==> src/rtl/lcg_stim_pkg.sv <==
// Shared types, constants and the LCG step function for the stimulus generator.
package lcg_stim_pkg;

  localparam logic [31:0] LCG_MUL = 32'h41C64E6D;
  localparam logic [31:0] LCG_INC = 32'h3039;

  typedef enum logic [1:0] {
    MODE_RANDOM = 2'd0,
    MODE_HOLD   = 2'd1,
    MODE_WALK   = 2'd2
  } mode_e;

  typedef enum logic [1:0] {
    S_IDLE    = 2'd0,
    S_FILL    = 2'd1,
    S_PRESENT = 2'd2,
    S_DONE    = 2'd3
  } state_e;

  // One LCG step, modulo 2^32.
  function automatic logic [31:0] lcg_step(input logic [31:0] x);
    return x * LCG_MUL + LCG_INC;
  endfunction

endpackage

==> src/rtl/lcg_stim_gen_lcg32_core.sv <==
// 32-bit LCG state register with load and step enables; exposes the stepped value.
module lcg32_core
  import lcg_stim_pkg::*;
#(
  parameter logic [31:0] SEED = 32'd2343292475
) (
  input  logic        clk,
  input  logic        rst,
  input  logic        load,
  input  logic [31:0] load_val,
  input  logic        step,
  output logic [31:0] next
);

  logic [31:0] state;

  assign next = lcg_step(state);

  // State register: reset to SEED, load has priority over step.
  always_ff @(posedge clk) begin
    if (rst) begin
      state <= SEED;
    end else if (load) begin
      state <= load_val;
    end else if (step) begin
      state <= next;
    end
  end

endmodule

==> src/rtl/lcg_stim_gen.sv <==
// LCG stimulus generator: assembles OUT_W-bit vectors one 32-bit word per clock
// and presents them over valid/ready, with run control and three fill modes.
// Optional feature macro: LCG_STIM_CHECKSUM_EN adds the chksum output.
//
// state     | meaning
// ----------+-------------------------------------------------------------
// S_IDLE    | waiting for start (after reset or abort)
// S_FILL    | building the next vector (NWORDS cycles, or 1 in WALK)
// S_PRESENT | out_valid high, waiting for out_ready
// S_DONE    | run complete, done high, waiting for start
module lcg_stim_gen
  import lcg_stim_pkg::*;
#(
  parameter int          OUT_W = 261,
  parameter logic [31:0] SEED  = 32'd2343292475,
  parameter int          CNT_W = 32
) (
  input  logic             clk,
  input  logic             rst,
  input  logic             start,
  input  logic             abort,
  input  logic [1:0]       mode,
  input  logic             seed_load,
  input  logic [31:0]      seed_i,
  input  logic [CNT_W-1:0] num_vectors,
  output logic             out_valid,
  input  logic             out_ready,
  output logic [OUT_W-1:0] out_data,
  output logic [CNT_W-1:0] vec_count,
  output logic             busy,
  output logic             done
`ifdef LCG_STIM_CHECKSUM_EN
  ,
  output logic [31:0]      chksum
`endif
);

  localparam int NWORDS = (OUT_W + 31) / 32;
  localparam int KW     = (NWORDS > 1) ? $clog2(NWORDS) : 1;

  state_e           state, state_n;
  mode_e            mode_q, mode_dec;
  logic [CNT_W-1:0] nvec_q;
  logic [KW-1:0]    k;
  logic             k_last;
  logic [31:0]      lcg_next;
  logic             lcg_load, lcg_step_en;
  logic             start_ok, fill_we, walk_we, hs;
  logic [OUT_W-1:0] fill_vec, walk_vec;
  logic [CNT_W-1:0] walk_idx;

  lcg32_core #(.SEED(SEED)) u_lcg (
    .clk      (clk),
    .rst      (rst),
    .load     (lcg_load),
    .load_val (seed_i),
    .step     (lcg_step_en),
    .next     (lcg_next)
  );

  assign out_valid = (state == S_PRESENT);
  assign busy      = (state == S_FILL) || (state == S_PRESENT);
  assign done      = (state == S_DONE);
  assign k_last    = (int'(k) == NWORDS - 1);

  // Reserved mode encoding falls back to RANDOM.
  always_comb begin
    mode_dec = MODE_RANDOM;
    case (mode)
      2'd1:    mode_dec = MODE_HOLD;
      2'd2:    mode_dec = MODE_WALK;
      default: mode_dec = MODE_RANDOM;
    endcase
  end

  // Current vector with word k replaced by the stepped LCG value; bits past
  // OUT_W in the last word are simply never written.
  always_comb begin
    fill_vec = out_data;
    for (int j = 0; j < OUT_W; j++) begin
      if ((j / 32) == int'(k)) fill_vec[j] = lcg_next[j % 32];
    end
  end

  // Walking-one vector positioned by the accepted-vector count.
  always_comb begin
    walk_idx = vec_count % CNT_W'(OUT_W);
    walk_vec = OUT_W'(1) << walk_idx;
  end

  // Next-state and per-cycle enables; abort overrides every transition.
  always_comb begin
    state_n     = state;
    lcg_load    = 1'b0;
    lcg_step_en = 1'b0;
    start_ok    = 1'b0;
    fill_we     = 1'b0;
    walk_we     = 1'b0;
    hs          = 1'b0;
    if (abort) begin
      state_n = S_IDLE;
    end else begin
      case (state)
        S_IDLE, S_DONE: begin
          if (start) begin
            start_ok = 1'b1;
            lcg_load = seed_load;
            state_n  = (num_vectors == '0) ? S_DONE : S_FILL;
          end
        end
        S_FILL: begin
          if (mode_q == MODE_WALK) begin
            walk_we = 1'b1;
            state_n = S_PRESENT;
          end else begin
            lcg_step_en = 1'b1;
            fill_we     = 1'b1;
            if (k_last) state_n = S_PRESENT;
          end
        end
        S_PRESENT: begin
          if (out_ready) begin
            hs = 1'b1;
            if ((vec_count + CNT_W'(1)) == nvec_q) begin
              state_n = S_DONE;
            end else if (mode_q != MODE_HOLD) begin
              state_n = S_FILL;
            end
          end
        end
        default: state_n = S_IDLE;
      endcase
    end
  end

  // State, run configuration, word index, vector register and count.
  always_ff @(posedge clk) begin
    if (rst) begin
      state     <= S_IDLE;
      mode_q    <= MODE_RANDOM;
      nvec_q    <= '0;
      vec_count <= '0;
      k         <= '0;
      out_data  <= '0;
    end else begin
      state <= state_n;
      if (start_ok) begin
        mode_q    <= mode_dec;
        nvec_q    <= num_vectors;
        vec_count <= '0;
        k         <= '0;
      end
      if (fill_we) begin
        out_data <= fill_vec;
        k        <= k_last ? '0 : k + KW'(1);
      end
      if (walk_we) out_data <= walk_vec;
      if (hs) vec_count <= vec_count + CNT_W'(1);
    end
  end

`ifdef LCG_STIM_CHECKSUM_EN
  logic [31:0] cs_word;

  // XOR fold of the presented vector into one 32-bit word.
  always_comb begin
    cs_word = '0;
    for (int j = 0; j < OUT_W; j++) begin
      cs_word[j % 32] = cs_word[j % 32] ^ out_data[j];
    end
  end

  // Running checksum of accepted vectors, cleared at each run start.
  always_ff @(posedge clk) begin
    if (rst) begin
      chksum <= '0;
    end else if (start_ok) begin
      chksum <= '0;
    end else if (hs) begin
      chksum <= chksum ^ cs_word;
    end
  end
`endif

endmodule

==> config.mk <==
export PLATFORM = sky130hd
export DESIGN_NAME = lcg_stim_gen
export DESIGN_NICKNAME = d
export VERILOG_FILES = /design/src/rtl/lcg_stim_pkg.sv /design/src/rtl/lcg_stim_gen_lcg32_core.sv /design/src/rtl/lcg_stim_gen.sv
export SDC_FILE = /design/constraint.sdc
export NUM_CORES = 2
export LEC_CHECK = 0
export BUFFER_PORTS_ARGS = -buffer_cell sky130_fd_sc_hd__buf_2
export CORE_MARGIN = 3
export CORE_UTILIZATION = 46
export CTS_CLUSTER_SIZE = 24
export DETAILED_ROUTE_END_ITERATION = 6
export PLACE_DENSITY = 0.69
export SLEW_MARGIN = 10
export SYNTH_ARGS = -nofsm -noshare
export SYNTH_HDL_FRONTEND = slang
export SYNTH_HIERARCHICAL = 1
export SYNTH_SLANG_ARGS = --single-unit
==> constraint.sdc <==
create_clock -name clk -period 24.4 [get_ports clk]
set_input_delay 0 -clock clk [delete_from_list [all_inputs] [get_ports clk]]
set_output_delay 0 -clock clk [all_outputs]
set_load 0.005 [all_outputs]
==> flow_summary.toml <==
[outcome]
outcome = "finished, final reports clean"

[cts]
path_clk_slew_ns = 0.07
cts_max_level = 2
cts_tree = "done"
clk_path_buf_depth = 3
clkSinkCount = 365
numCtsBuffers = 41
clockRootBuffer = "clkbuf_16"
clk_latency_ns = 0.61

[sta]
tns_ns = 0
max_freq_ghz = 0.0431
worst_pin_slew_ns = 1.11
hold_viol_final = 0
post-route-period-util = 0.950
finalCriticalPeriod_ns = 23.19
relSlewSlack = 0.259
finalSetupViolations = 0
final_max_slew_viol_count = 0
skew_ns = 0.0449

[global_route]
grt_pass1_wl_um = 213000
track_usage = 0.320
grt_start_max_net_pins = 105
gr-usage-met2 = 0.503
grt_use_met3 = 0.0682
antenna_found_initial = 3
grt.overflow.total = 0
grt_use_met1 = 0.416
busiest_layer = "met2"
grt_pass1_vias = 36575

[worst_setup_path]
slowest_stage = "or4_1"
cp_data_required_time_ns = 24.92
critPathArrivalTime_ns = 23.71
cpPeakStageDelay_ns = 0.69
cp-start-kind = "flop"
endpoint_kind = "flop"
crit_path_max_fanout = 16
worstSetupPathType = "reg2reg"
cpMostUsedCell = "buf_4"

[floorplan]
fp.dieH_um = 289
die_w_um = 289
core_area_um2 = 79100
row_count = 103
start_util = 0.466
die_area_um2 = 83500
io_pins = 368

[logic_synthesis]
synthXorXnorAreaFrac = 0.0529
yosys.area_share.simple = 0.190
synth_mux_area_frac = 0.0313
synth_top_family_by_area = "compound AO/OA/AOI/OAI gates"
synth_top_cell_by_area = "dfxtp_1"
synth.top_cell.area_share = 0.198
synth_nets = 5250
ys_types = 134
synth_fa_ha_area_frac = 0.177
synth_compound_area_frac = 0.272
synthFlopType = "dfxtp_1"
ys_seq_area_frac = 0.198
yosysMostFrequentCell = "nor2_1"
postSynthCellCount = 4773
async_flop_share = 0
ys_seq_elements = 365
netlist_area_um2 = 36800
ys_warn_count = 6
synthTopCellsByArea = "dfxtp_1, fa_1, ha_1, a21oi_1, nor2_1"
avgSynthCellArea_um2 = 7.72
synth_common_cells = "nor2_1, inv_1, a21oi_1, dfxtp_1, nand2_1"
synth_edf_count = 0

[placement]
hpwl_um = 106000
place_congestion = 0.966
post_dp_cell_area_um2 = 40200
portBuffers = 367

[routing]
drcViolationCount = 0
drt_iter0_markers = 4125
final_antenna_net_count = 0
via_count = 39267
wire_per_inst_um = 22.4
via_per_inst = 6.26
first_pass_iters = 6
wirelength_um = 141000

[layout]
syn2layout_area_growth_pct = 17.8
drive_gt1_frac = 0.165
fin_nets = 5669
final_cell_area_um2 = 43400

[run]
cap_violations = 0

[hold_path]
hold_path.class = "in2reg"
## cell families (layout without fill, tap and decap cells)
kind of cell             count (synthesis)  count (layout)
buffers and inverters                  746            1192
adder cells (fa/ha/maj)                412             412
XOR/XNOR                               221             222
AND/OR/NAND/NOR                       1462            1462
multiplexers                           110             110
other                                    0               3
AO/OA/AOI/OAI                         1457            1457
flip-flops                             365             365
## final timing paths
kind,slack [ns],depth (start not counted),end,from
worst max-delay path,1.21,74,out_data[2],vec_count[27]
worst min-delay path,0.13,6,vec_count[25],out_ready
worst max register to register,1.21,74,out_data[2],vec_count[27]
worst min register to register,0.47,2,nvec_q[17],nvec_q[17]
## cell type report
cell class	instances	area [um2]
fill	7404	35700
multi-input combinational	3663	27300
sequential	365	7310
timing repair buffer	650	4240
inverter	471	1770
tap	1050	1310
clock buffer	54	1150
clock inverter	17	272
antenna	3	7.51
## state kept, by name (all words and copies together) (netlist names)
signal	count
mode_q	2
vec_count	32
u_lcg/state	32
state	2
k	4
out_data	261
nvec_q	32
## worst max-delay path: cells and delay by family (launching register included)
family	cells	cell delay (ns)
compound gates	48	14.62
simple gates	15	5.34
buf+inv	6	1.19
xor+xnor	3	0.71
mux	1	0.42
flops	1	0.41
fa+ha+maj	1	0.36
## repair_timing
item / CTS / global route
buffers inserted: 0 / 29
gates resized for setup: 9 / 98
endpoints found under the setup margin: 243 / 261
pin swaps: 0 / 19
hold buffers: 103 / 0
endpoints found under the hold margin: 102 / 0
gates cloned: 0 / 1
## stage by stage
step,hold slack [ns],util,instances,setup slack [ns]
floorplan,0.0793,-,4773,2.63
global placement,0.234,0.508,6066,0.0794
detailed placement,0.244,0.508,6066,-0.589
CTS,0.0923,0.539,6240,0.0471
global route,0.142,0.548,6271,-0.0973
finish,0.133,0.548,6273,1.21
## per-layer routing
metal / vias up / routed length (um)
li1: 18071 / -
met1: 18771 / 56900
met2: 1964 / 62500
met3: 459 / 13100
met4: 2 / 8270
met5: - / 13
## layout by cell type (no fill, tap or decap), drive strengths merged, types with 19 or more instances in the layout
master / count
a21boi: 19
o21a: 34
fa: 185
a2111oi: 25
o22ai: 187
ha: 220
clkbuf: 54
o32ai: 36
or3: 36
nand4: 91
o31ai: 24
a22oi: 20
or2: 31
o21ai: 179
buf: 547
a21oi: 445
nand3: 107
nor2b: 22
mux2i: 74
and2: 30
nand2b: 29
inv: 465
a21o: 45
and3: 31
nand2: 347
nor2: 509
a31oi: 59
a311oi: 62
a211oi: 56
xnor2: 165
dlygate4sd3: 103
xor2: 57
nor4: 49
dfxtp: 365
clkinv: 19
mux2: 36
nor3: 108
o211ai: 48
Power is left out: the tool's default activity adds up to more than one toggle a clock period on the data nets, which glitch-free logic cannot reach.
